--- config.mk ---
export PLATFORM = sky130hd
export DESIGN_NAME = router_in_port_flat
export DESIGN_NICKNAME = d
export VERILOG_FILES = /design/src/rtl/router_in_port_if.sv /design/src/rtl/router_in_port.sv /design/src/flat_wrapper.sv
export SDC_FILE = /design/constraint.sdc
export NUM_CORES = 1
export LEC_CHECK = 0
export BUFFER_PORTS_ARGS = -buffer_cell sky130_fd_sc_hd__buf_2
export CORE_ASPECT_RATIO = 0.8
export CORE_MARGIN = 4
export CORE_UTILIZATION = 45
export CTS_CLUSTER_SIZE = 16
export DETAILED_ROUTE_END_ITERATION = 16
export SLEW_MARGIN = 10
export SYNTH_ARGS = -nofsm -noshare
export SYNTH_HDL_FRONTEND = slang
export SYNTH_SLANG_ARGS = --single-unit
--- constraint.sdc ---
create_clock -name clk -period 4.4 [get_ports clk]
set_input_delay 0.22 -clock clk [delete_from_list [all_inputs] [get_ports clk]]
set_output_delay 0.22 -clock clk [all_outputs]
set_load 0.05 [all_outputs]
--- src/rtl/router_in_port_if.sv ---
// Flit/credit link and switch-allocator handshake bundle for one router input port.
// The master side is the upstream link plus allocator; the slave side is router_in_port.
interface router_in_port_if #(
  parameter int FLIT_W = 32
);
  logic [FLIT_W-1:0] i_flit;
  logic              i_flit_valid;
  logic              o_credit;
  logic [4:0]        o_req;
  logic              i_grant;
  logic              i_out_rdy;
  logic [FLIT_W-1:0] o_flit;
  logic              o_flit_valid;

  modport master (
    output i_flit, i_flit_valid, i_grant, i_out_rdy,
    input  o_credit, o_req, o_flit, o_flit_valid
  );

  modport slave (
    input  i_flit, i_flit_valid, i_grant, i_out_rdy,
    output o_credit, o_req, o_flit, o_flit_valid
  );
endinterface

--- src/rtl/router_in_port.sv ---
// Router input port: DEPTH-entry flit FIFO with credit return, XY route decode of
// head flits and a held one-hot output request until the packet tail is forwarded.
module router_in_port #(
  parameter int FLIT_W  = 32,
  parameter int DEPTH   = 4,
  parameter int COORD_W = 4
) (
  input  logic                   clk,
  input  logic                   rst_n,
  router_in_port_if.slave        bus,
  input  logic [COORD_W-1:0]     local_x,
  input  logic [COORD_W-1:0]     local_y,
  output logic [$clog2(DEPTH):0] o_occupancy,
  output logic [1:0]             o_err
);
  localparam int AW = $clog2(DEPTH);
  localparam int OW = AW + 1;
  localparam logic [OW-1:0] FULL_CNT = OW'(DEPTH);

  localparam logic [1:0] T_HEAD   = 2'b10;
  localparam logic [1:0] T_BODY   = 2'b00;
  localparam logic [1:0] T_TAIL   = 2'b01;
  localparam logic [1:0] T_SINGLE = 2'b11;

  typedef enum logic {IDLE, ACTIVE} state_t;

  state_t            state;
  logic [FLIT_W-1:0] mem [DEPTH];
  logic [AW-1:0]     wr_ptr, rd_ptr;
  logic [OW-1:0]     occ;
  logic [FLIT_W-1:0] head;
  logic [1:0]        head_type;
  logic              empty, full;
  logic              xfer, discard, pop, push_ok;
  logic              head_is_tail, head_opens;

  function automatic logic [4:0] xy_route(
    input logic [COORD_W-1:0] dx, dy, lx, ly
  );
    if (dx > lx)      return 5'b00010;
    else if (dx < lx) return 5'b00100;
    else if (dy > ly) return 5'b01000;
    else if (dy < ly) return 5'b10000;
    else              return 5'b00001;
  endfunction

  assign head         = mem[rd_ptr];
  assign head_type    = head[FLIT_W-1:FLIT_W-2];
  assign empty        = (occ == '0);
  assign full         = (occ == FULL_CNT);
  assign head_is_tail = (head_type == T_TAIL) || (head_type == T_SINGLE);
  assign head_opens   = (head_type == T_HEAD) || (head_type == T_SINGLE);

  assign xfer    = (state == ACTIVE) && bus.i_grant && bus.i_out_rdy && !empty;
  assign discard = (state == IDLE) && !empty &&
                   ((head_type == T_BODY) || (head_type == T_TAIL));
  assign pop     = xfer || discard;
  // A full FIFO still accepts a push when a slot frees in the same cycle.
  assign push_ok = bus.i_flit_valid && (!full || pop);

  assign bus.o_flit       = head;
  assign bus.o_flit_valid = xfer;
  assign o_occupancy      = occ;

  always_ff @(posedge clk or negedge rst_n) begin
    if (!rst_n) begin
      for (int i = 0; i < DEPTH; i++) mem[i] <= '0;
      wr_ptr <= '0;
      rd_ptr <= '0;
      occ    <= '0;
    end else begin
      if (push_ok) begin
        mem[wr_ptr] <= bus.i_flit;
        wr_ptr      <= wr_ptr + 1'b1;
      end
      if (pop) rd_ptr <= rd_ptr + 1'b1;
      case ({push_ok, pop})
        2'b10:   occ <= occ + OW'(1);
        2'b01:   occ <= occ - OW'(1);
        default: occ <= occ;
      endcase
    end
  end

  // Head flits are routed but left in the FIFO; they leave through the ACTIVE path.
  always_ff @(posedge clk or negedge rst_n) begin
    if (!rst_n) begin
      state     <= IDLE;
      bus.o_req <= '0;
    end else begin
      case (state)
        IDLE: if (!empty && head_opens) begin
          bus.o_req <= xy_route(head[2*COORD_W-1:COORD_W], head[COORD_W-1:0],
                                local_x, local_y);
          state     <= ACTIVE;
        end
        ACTIVE: if (xfer && head_is_tail) begin
          bus.o_req <= '0;
          state     <= IDLE;
        end
        default: state <= IDLE;
      endcase
    end
  end

  always_ff @(posedge clk or negedge rst_n) begin
    if (!rst_n) begin
      bus.o_credit <= 1'b0;
      o_err        <= '0;
    end else begin
      bus.o_credit <= pop;
      if (bus.i_flit_valid && full && !pop) o_err[0] <= 1'b1;
      if (discard)                          o_err[1] <= 1'b1;
    end
  end
endmodule
--- src/flat_wrapper.sv ---
// flat-port wrapper written by rule: the top's interface ports become plain ports
module router_in_port_flat 
#(
  parameter int FLIT_W  = 32,
  parameter int DEPTH   = 4,
  parameter int COORD_W = 4
)
  (clk, rst_n, local_x, local_y, o_occupancy, o_err, bus_i_flit, bus_i_flit_valid, bus_i_grant, bus_i_out_rdy, bus_o_credit, bus_o_req, bus_o_flit, bus_o_flit_valid);
  router_in_port_if #(.FLIT_W(FLIT_W)) bus_i ();
  input  logic clk;
  input  logic rst_n;
  input  logic [COORD_W-1:0] local_x;
  input  logic [COORD_W-1:0] local_y;
  output logic [$clog2(DEPTH):0] o_occupancy;
  output logic [1:0] o_err;
  input wire logic [$bits(bus_i.i_flit)-1:0] bus_i_flit;
  input wire logic [$bits(bus_i.i_flit_valid)-1:0] bus_i_flit_valid;
  input wire logic [$bits(bus_i.i_grant)-1:0] bus_i_grant;
  input wire logic [$bits(bus_i.i_out_rdy)-1:0] bus_i_out_rdy;
  output wire logic [$bits(bus_i.o_credit)-1:0] bus_o_credit;
  output wire logic [$bits(bus_i.o_req)-1:0] bus_o_req;
  output wire logic [$bits(bus_i.o_flit)-1:0] bus_o_flit;
  output wire logic [$bits(bus_i.o_flit_valid)-1:0] bus_o_flit_valid;
  assign bus_i.i_flit = bus_i_flit;
  assign bus_i.i_flit_valid = bus_i_flit_valid;
  assign bus_i.i_grant = bus_i_grant;
  assign bus_i.i_out_rdy = bus_i_out_rdy;
  assign bus_o_credit = bus_i.o_credit;
  assign bus_o_req = bus_i.o_req;
  assign bus_o_flit = bus_i.o_flit;
  assign bus_o_flit_valid = bus_i.o_flit_valid;
  router_in_port #(.FLIT_W(FLIT_W), .DEPTH(DEPTH), .COORD_W(COORD_W)) u_core (.clk(clk), .rst_n(rst_n), .bus(bus_i), .local_x(local_x), .local_y(local_y), .o_occupancy(o_occupancy), .o_err(o_err));
endmodule
==> results by group, run 1 <==
Drt
  • Avg WL per Cell: approximately 20 µm
  • Vias/cell: 5.21
  • Via count: about 3800
  • DRC violations left: 0
  • Starting DRC count in detailed routing: around 210
  • Routed Antenna Nets: 0
  • TritonRoute pass-1 iters: 4
  • WL final: 14700 µm

Timing
  • Setup total negative slack: 0 ns
  • Fin crit share: 0.680
  • RSZ-0062 raised after global routing: false
  • Max-slew violation count: 0
  • Actual slew at the worst max-slew pin: about 1.0 ns
  • Fin Clk Skew: roughly 0.0045 ns
  • Slew margin rel.: 0.303
  • Setup violations, final: 0
  • Highest Clock Rate: 334 MHz
  • Hold Vio Cnt, Final: 0
  • Min Tclk post-route: between 2 and 3 ns

Place
  • RePlAce Congestion: about 0.76
  • Detailed placer's ending HPWL: between 9000 and 10000 µm
  • IO Port Bufs: 88

Yosys
  • Top FF cell, synth: dfrtp_1
  • Cells after synthesis: just over 400
  • Post-synthesis instance area: 0.00704 mm²
  • Top cells by count, synth: dfrtp_1, mux2_4, mux4_2
  • Post-synth EDFFs: 0
  • Synthesized net count: 468
  • Post-Syn Area per Cell: about 17 µm²
  • Synth cell types: 34
  • YS warnings: 0
  • Async SR Flop Fraction: 1.00
  • Post-synthesis sequential area ratio: 0.512
  • Synth Register Bits: about 140
  • Ranking of synthesized cells by area: dfrtp_1, mux2_4, mux4_2
  • Yosys top cell by area: dfrtp_1
  • Top-count cell post-synth: dfrtp_1
  • Synth top area share: 0.512

Clock network
  • Skew-Pair Late Insertion Delay: roughly 0.42 ns
  • Inserted Clock Buffers: 17
  • Post-cts gate resize count: 0
  • CTS tree: yes
  • Clock sinks: between 100 and 150
  • CTS clock-pin slew for the worst setup and hold paths: ~0.06 ns
  • Htree depth: 4
  • Longest Clk Path Bufs: 2
  • Clock Tree Root: clkbuf_16

Floorplanning
  • Initial core utilization: 0.464
  • Core Box Area: approximately 0.015 mm²
  • Die area: 0.0177 mm²
  • Die width: roughly 150 µm
  • FP Rows: 40
  • Ports: 89
  • Die span in y: 120 µm

Global route
  • Largest net degree at the start of global routing: 59
  • Global-route wire length before repair: between 20000 and 25000 µm
  • GRT Util Overall: 0.175
  • Vias in the first global route: roughly 4200
  • Grt total ovfl: 0
  • Initial antenna violation count: 2

Critical path
  • Worst Path Required: roughly 4.7 ns
  • Critical path type: register to register
  • Critical Path Slowest Stage Cell: mux4_2
  • Crit path max-delay family: simple AND/OR/NAND/NOR gates
  • Slowest stage delay, CP: 0.59 ns
  • Crit Path Max Fanout: 8
  • Crit path buffers/inverters: 2
  • Critical path cell sequence: mux4_2, nor3_4, nor2_1, inv_1, ha_1, inv_1, fa_1, xor2_1, nor2_1, xor2_1
  • CP Capture Type: register
  • Startpoint types: register
  • Crit path DAT: 3.34 ns

Final layout
  • Filler instances: 1248
  • Area growth from synthesis to final layout: 16.9%
  • # diodes: 0
  • Nets: between 500 and 600
  • Layout cell share with drive strength beyond 1: 0.573

Run
  • Max Cap Viol: 0

Status
  • Outcome: finished clean

Worst hold path
  • HP Class: input pin to register
==> cell usage in the layout, fill, tap and decap left out, types with 2 or more instances in the layout <==
cell / n
nand3_1: 6
xnor2_1: 4
mux2_4: 120
dfrtp_1: 142
dfrtp_2: 2
buf_2: 87
nand2_1: 7
nor2_1: 4
a21oi_1: 4
o211ai_4: 4
clkinv_2: 4
buf_4: 8
clkinv_4: 2
xor2_1: 2
clkinvlp_4: 3
inv_6: 2
clkbuf_16: 17
mux4_2: 32
bufinv_16: 2
o41ai_1: 2
o21ai_0: 4
mux2_2: 10
ha_1: 13
inv_1: 17
==> state kept, by name (all words and copies together) (netlist names) <==
name and cells:
u_core.mem 128, u_core.bus.o_req 5, u_core.o_occupancy 3, u_core.o_err 2, u_core.rd_ptr 2, u_core.wr_ptr 2, u_core.bus.o_credit 1, u_core.state 1
==> per-stage QoR <==
step | setup WS, ns | cell area, µm² | hold slack, ns | utilization | std cells
4_1_cts | 1.37 | 8230 | 0.0549 | 0.543 | 728
6_report | 1.41 | 8230 | 0.0771 | 0.543 | 728
3_3_place_gp | 1.44 | 7640 | 0.242 | 0.504 | 695
5_1_grt | 1.21 | 8230 | 0.0648 | 0.543 | 728
2_1_floorplan | 1.25 | 7040 | -0.0756 | - | 409
3_5_place_dp | 1.39 | 7640 | 0.244 | 0.504 | 695
==> metal layers <==
metal,vias up,part of all wire,global-route usage
li1,1695,-,-
met1,2001,0.49,0.252
met2,74,0.45,0.254
met3,20,0.044,0.0510
met4,4,0.014,0.0652
met5,-,0.0018,0
==> area by class of cell <==
class | count | area [µm²] | area share
inverter | 17 | 63.8 | 0.00775
timing repair buffer | 97 | 517 | 0.0628
tap | 210 | 263 | 0.0319
clock buffer | 19 | 443 | 0.0538
sequential | 144 | 3610 | 0.438
clock inverter | 13 | 138 | 0.0167
multi-input combinational | 228 | 3200 | 0.389
==> logic make-up (layout without fill, tap and decap cells) <==
group	after synthesis	count (layout)	synth area share
xor gates and xnor gates	6	6	0.00746
AOI/OAI and AO/OA	21	21	0.0284
muxes	162	162	0.374
and+or+nand+nor	25	25	0.0187
adders and majority gates	14	14	0.0259
DFF	144	144	0.512
buffers and inverters	37	146	0.0336
==> worst paths after layout <==
kind                            slack (ns)        startpoint                    end  depth (start not counted)
worst max-delay path                  1.41  u_core.rd_ptr[0]  u_core.o_occupancy[2]                         10
worst min-delay path                  0.08    bus_i_flit[16]        u_core.mem[112]                          2
worst max register to register        1.41  u_core.rd_ptr[0]  u_core.o_occupancy[2]                         10
worst min register to register        0.48   u_core.o_err[0]        u_core.o_err[0]                          1
max in group asynchronous             2.98             rst_n         u_core.mem[42]                          3
min in group asynchronous             0.35             rst_n        u_core.mem[108]                          2
==> repair_timing <==
action,4_1_cts,5_1_grt
endpoints found under the hold margin,56,0
hold buffers,1,0
setup buffers,0,0
Power of run 1 is left out: the tool's default activity adds up to more than one toggle a clock period on the data nets, which glitch-free logic cannot reach.
==> run 2, diff against run 1 <==
- PLACE_DENSITY: default -> 0.67
- clock period: 4.4 -> 2.5 ns (I/O delays scaled with it)
==> run 2 against run 1 <==
  * Sequential share of layout area decreased by 3.9 points
  * Flip-flop and latch count did not move
  * First-iteration DRC count shrank 23%
  * Worst hold slack got worse by 0.059 ns
  * Non-clock buffer count up 57
  * Clock-buffer cell count up 2
  * Via count grew 6.0%
  * Die area did not move
  * Core utilization is 5.3 points higher
  * Cell count increased by 7.8%
  * Maximum frequency up 22%
  * Global-route usage up 0.52 points
  * Critical endpoint is now u_core.bus.o_req[3]
==> results by group, run 2 (same netlist as run 1, synthesis figures left out) <==
Status
  • Outcome: finished clean

Drt
  • DRC violations left: 0
  • Routed Antenna Nets: 0
  • Vias/cell: ~5
  • Via count: about 4000
  • WL final: 15300 µm
  • Starting DRC count in detailed routing: 164
  • Avg WL per Cell: 19.5 µm
  • TritonRoute pass-1 iters: 5

Timing
  • RSZ-0062 raised after global routing: true
  • Slew margin rel.: 0.511
  • Hold slack: about 0.018 ns
  • Actual slew at the worst max-slew pin: between 0.7 and 0.8 ns
  • Max-slew violation count: 0
  • Fin Clk Skew: just under 0.006 ns
  • Highest Clock Rate: around 400 MHz
  • Setup violations, final: 0
  • Hold Vio Cnt, Final: 0
  • Min Tclk post-route: 2.46 ns
  • Fin crit share: 0.982

Clock network
  • Clock Tree Root: clkbuf_16
  • Inserted Clock Buffers: 17
  • Skew-Pair Late Insertion Delay: 0.41 ns
  • CTS tree: yes
  • Longest Clk Path Bufs: 2
  • Htree depth: 4
  • CTS clock-pin slew for the worst setup and hold paths: ~0.060 ns
  • Clock sinks: between 100 and 150

Floorplanning
  • Die width: ~150 µm
  • FP Rows: 40
  • Die area: ~0.018 mm²
  • Ports: between 80 and 90
  • Die span in y: 120 µm
  • Initial core utilization: 0.464
  • Core Box Area: 0.0152 mm²

Final layout
  • Nets: 621
  • # diodes: 0
  • Filler instances: ~1100
  • Final std cells w/o fill: around 800
  • Most frequent cells in the layout: dfrtp_1, mux2_4, buf_2
  • Area growth from synthesis to final layout: 28.4%
  • Largest Register: u_core.mem
  • Commonest non-fill, non-tap cell in the layout: dfrtp_1
  • Layout cell share with drive strength beyond 1: 0.584
  • Post-Layout Inst Area: between 0.009 and 0.01 mm²
  • Max reg flops: 128

Place
  • IO Port Bufs: 88
  • DP Cell Count: a little over 700
  • Detailed placer's ending HPWL: a little under 10000 µm
  • Area after DPL: 0.00784 mm²
  • RePlAce Congestion: 0.725

Critical path
  • Critical path type: register to register
  • Worst Path Required: 2.81 ns
  • Startpoint types: register
  • CP Capture Type: register
  • Crit Path Max Fanout: 6
  • Reg2reg path depth: 7
  • Crit path DAT: ~2.8 ns

Global route
  • Initial antenna violation count: 0
  • Grt total ovfl: 0
  • GRT Util Overall: 0.181
  • Vias in the first global route: around 4600
  • Global-route wire length before repair: approximately 25000 µm
  • Largest net degree at the start of global routing: between 70 and 80

Run
  • Max Cap Viol: 0

Worst hold path
  • Hold Path Stages: 2
  • HP Class: input pin to register
run 2: cell count changes in the layout (fill, tap and decap cells not counted), moves of 3 or more:
cell	change
buf_12	+8
buf_4	+16
bufinv_16	+5
clkbuf_8	+3
clkinvlp_4	-3
dlygate4sd3_1	+31
ha_1	-3
ha_4	+3
run 2: worst paths after layout:
check                      slack (ns)                   to              from
setup / recovery                 0.04  u_core.bus.o_req[3]  u_core.rd_ptr[0]
max in group asynchronous        1.42       u_core.mem[74]             rst_n
setup reg to reg                 0.04  u_core.bus.o_req[3]  u_core.rd_ptr[0]
min in group asynchronous        0.30       u_core.mem[76]             rst_n
hold reg to reg                  0.47      u_core.o_err[1]   u_core.o_err[1]
hold / removal                   0.02       u_core.mem[38]     bus_i_flit[6]
run 2: final cells by class:
type	count	area, µm²	area share
clock inverters	11	230	0.0255
inverters	17	63.8	0.00706
flip-flops and latches	144	3610	0.399
multi-input cells	228	3270	0.362
well taps	210	263	0.0291
clock buffers	21	480	0.0531
repair buffers	154	1130	0.125
run 2: per-layer routing:
layer,wire length (µm),vias to the layer above,GRT usage,part of all wire
met5,0,-,0,0
met4,150,0,0.0410,0.0098
met3,666,14,0.0532,0.044
met2,7400,76,0.295,0.48
met1,7090,2113,0.241,0.46
li1,-,1819,-,-
run 2: metrics by stage:
stage	setup WS (ns)	util	setup TNS [ns]
after floorplan	-0.356	-	-1.37
after global placement	-0.00154	0.517	-0.00154
after detailed placement	-0.0869	0.517	-0.248
after CTS	-0.00423	0.588	-0.00841
after global routing	-0.0893	0.596	-0.335
final	0.0440	0.596	0
run 2: what timing repair did:
action | in CTS | in global routing
hold endpoints to repair | 196 | 0
gates cloned | 0 | 0
pin swaps | 2 | 8
gates resized for setup | 3 | 11
hold buffers | 32 | 0
setup endpoints to repair | 3 | 6
buffers inserted | 2 | 10
run 2: critical path, stage by stage, from the launching register on:
cell	delay, ns
dfrtp_2	0.48
buf_6	0.13
mux4_2	0.53
ha_4	0.29
nor2b_1	0.12
o21bai_1	0.10
a2111o_1	0.48
o41ai_2	0.21
Power of run 2 is left out for the same reason.
==> run 3, diff against run 2 <==
--- a/config.mk
+++ b/config.mk
@@ -14,2 +14,3 @@
 export PLACE_DENSITY = 0.67
+export REMOVE_ABC_BUFFERS = 1
 export SLEW_MARGIN = 10
==> constraint.sdc (replaced) <==
create_clock -name clk -period 2.5 [get_ports clk]
set_input_delay 0.25 -clock clk [delete_from_list [all_inputs] [get_ports clk]]
set_output_delay 0.25 -clock clk [all_outputs]
set_load 0.05 [all_outputs]
==> run 3 against run 2 <==
  * Core utilization fell by 2.8 points
  * Cell area fell by 4.7%
  * Register-to-register slack barely moved
  * Critical path type unchanged
  * Largest cell class unchanged
==> results by group, run 3 (same netlist as run 1, synthesis figures left out) <==
Status
  • Outcome: finished clean

Final layout
  • Most frequent cells in the layout: dfrtp_1, mux2_4, buf_2
  • Layout cell share with drive strength beyond 1: 0.614
  • Area growth from synthesis to final layout: 22.4%
  • Max reg flops: around 130
  • # diodes: 0
  • Final std cells w/o fill: around 750
  • Largest Register: u_core.mem
  • Commonest non-fill, non-tap cell in the layout: dfrtp_1
  • Fin util: 0.568
  • Nets: 588

Worst hold path
  • Hold Path Stages: 2
  • WHS Endpoint: u_core.mem[64]
  • Startpoint of the worst hold path: bus_i_flit[0]
  • HP Class: input pin to register

Timing
  • Max-slew violation count: 0
  • Fin crit share: 0.984
  • Highest Clock Rate: a little over 400 MHz
  • Hold Vio Cnt, Final: 0
  • Slew margin rel.: 0.699
  • Final worst slack: around 0.040 ns
  • RSZ-0062 raised after global routing: true
  • Min Tclk post-route: 2.46 ns
  • Fin Clk Skew: 0.00701 ns
  • Setup violations, final: 0
  • Setup total negative slack: 0 ns
  • Actual slew at the worst max-slew pin: 0.451 ns

Global route
  • Met3 Use GR: 0.0483
  • Met2 usage in global routing: 0.270
  • Initial antenna violation count: 0
  • GRT Util Overall: 0.179
  • Largest net degree at the start of global routing: 57
  • Global-route wire length before repair: approximately 24000 µm
  • GR Util met1: 0.252
  • Grt peak-use layer: met2
  • Grt total ovfl: 0
  • Vias in the first global route: around 4300

Floorplanning
  • FP Rows: 40
  • Ports: 89
  • Die area: ~0.018 mm²
  • Initial core utilization: 0.464
  • Die width: between 100 and 150 µm
  • Core Box Area: approximately 0.015 mm²
  • Die span in y: about 120 µm

Clock network
  • CTS clock-pin slew for the worst setup and hold paths: around 0.06 ns
  • Clock Tree Root: clkbuf_16
  • Inserted Clock Buffers: 17
  • Skew-Pair Late Insertion Delay: ~0.42 ns
  • Longest Clk Path Bufs: 2
  • Clock sinks: roughly 140
  • CTS tree: yes
  • Htree depth: 4

Critical path
  • Worst R2R Setup Slack: around 0.040 ns
  • Crit path DAT: 2.80 ns
  • Most frequent CP cell: xor2_1
  • Reg2reg path depth: 11
  • Reg2Reg Capture Point: u_core.o_occupancy[2]
  • Crit path buffers/inverters: 3
  • Crit path max-delay family: multiplexers
  • Crit Path Max Fanout: 4
  • Critical Path Slowest Stage Cell: mux4_2
  • CP Capture Type: register
  • RR Startpoint: u_core.rd_ptr[0]
  • Worst Path Required: 2.84 ns
  • Slowest stage delay, CP: approximately 0.54 ns
  • Critical path type: register to register
  • Critical path cell sequence: buf_6, mux4_2, nor3_4, nor2_2, inv_1, ha_2, inv_2, fa_2, xor2_1, nor2_1, xor2_1
  • Startpoint types: register

Drt
  • DRC violations left: 0
  • Via count: roughly 3900
  • TritonRoute pass-1 iters: 4
  • Avg WL per Cell: between 20 and 25 µm
  • WL final: 15000 µm
  • Vias/cell: around 5.2
  • Routed Antenna Nets: 0
  • Starting DRC count in detailed routing: about 200

Place
  • RePlAce Congestion: 0.759
  • IO Port Bufs: between 80 and 90
  • Detailed placer's ending HPWL: 9840 µm
  • DP Cell Count: just over 700
  • Pre-CTS setup slack: -0.0424 ns

Run
  • Max Cap Viol: 0
run 3: cell types whose count changed in the layout (fill, tap and decap cells not counted), moves of 2 or more:
cell and delta:
buf_4 -3, bufinv_16 -4, clkbuf_8 -2, clkinv_4 +2, clkinvlp_4 +2, dlygate4sd3_1 -31
ha_4 -2, inv_6 +2, o21ai_1 +2
run 3: through the flow:
| step | instance area (µm²) | hold WS [ns] |
|---|---|---|
| detailed placement | 7870 | 0.210 |
| global placement | 7870 | 0.199 |
| global route | 8620 | 0.0952 |
| CTS | 8520 | 0.0883 |
| floorplan | 6870 | -0.0456 |
| finish | 8620 | 0.110 |
run 3: worst register-to-register path: stages, from the launching register on:
cell and delay, ns:
dfrtp_2 0.41, buf_6 0.13, mux4_2 0.54, nor3_4 0.20
nor2_2 0.06, inv_1 0.08, ha_2 0.19, inv_2 0.05
fa_2 0.33, xor2_1 0.14, nor2_1 0.11, xor2_1 0.15
run 3: layout make-up:
cell class / count / area (µm²)
clock buffers: 19 / 453
clock inverters: 13 / 160
fillers: 1170 / 6540
inverters: 17 / 63.8
multi-input cells: 228 / 3260
flip-flops and latches: 144 / 3610
well taps: 210 / 263
repair buffers: 121 / 812
run 3: worst max path at each step:
stage,end,slack [ns],depth (start not counted),start
after detailed placement,u_core.bus.o_req[3],-0.04,6,u_core.rd_ptr[0]
after global placement,u_core.o_occupancy[2],0.04,10,u_core.rd_ptr[0]
after CTS,u_core.bus.o_req[4],-0.004,6,u_core.rd_ptr[0]
after global routing,u_core.o_occupancy[2],-0.06,11,u_core.rd_ptr[0]
final,u_core.o_occupancy[2],0.04,11,u_core.rd_ptr[0]
after floorplan,u_core.o_occupancy[2],-1.57,10,u_core.rd_ptr[0]
run 3: timing repair:
| action | CTS | global route |
|---|---|---|
| gates resized for setup | 3 | 16 |
| pin swaps | 3 | 7 |
| buffers inserted | 2 | 5 |
| endpoints found under the setup margin | 4 | 5 |
| endpoints found under the hold margin | 44 | 0 |
| hold buffers | 1 | 0 |
run 3: per-layer routing:
layer	part of all wire	wire, µm
met1	0.47	7100
met2	0.46	6990
met3	0.049	742
met4	0.015	226
met5	0	0
Power of run 3 is left out for the same reason.
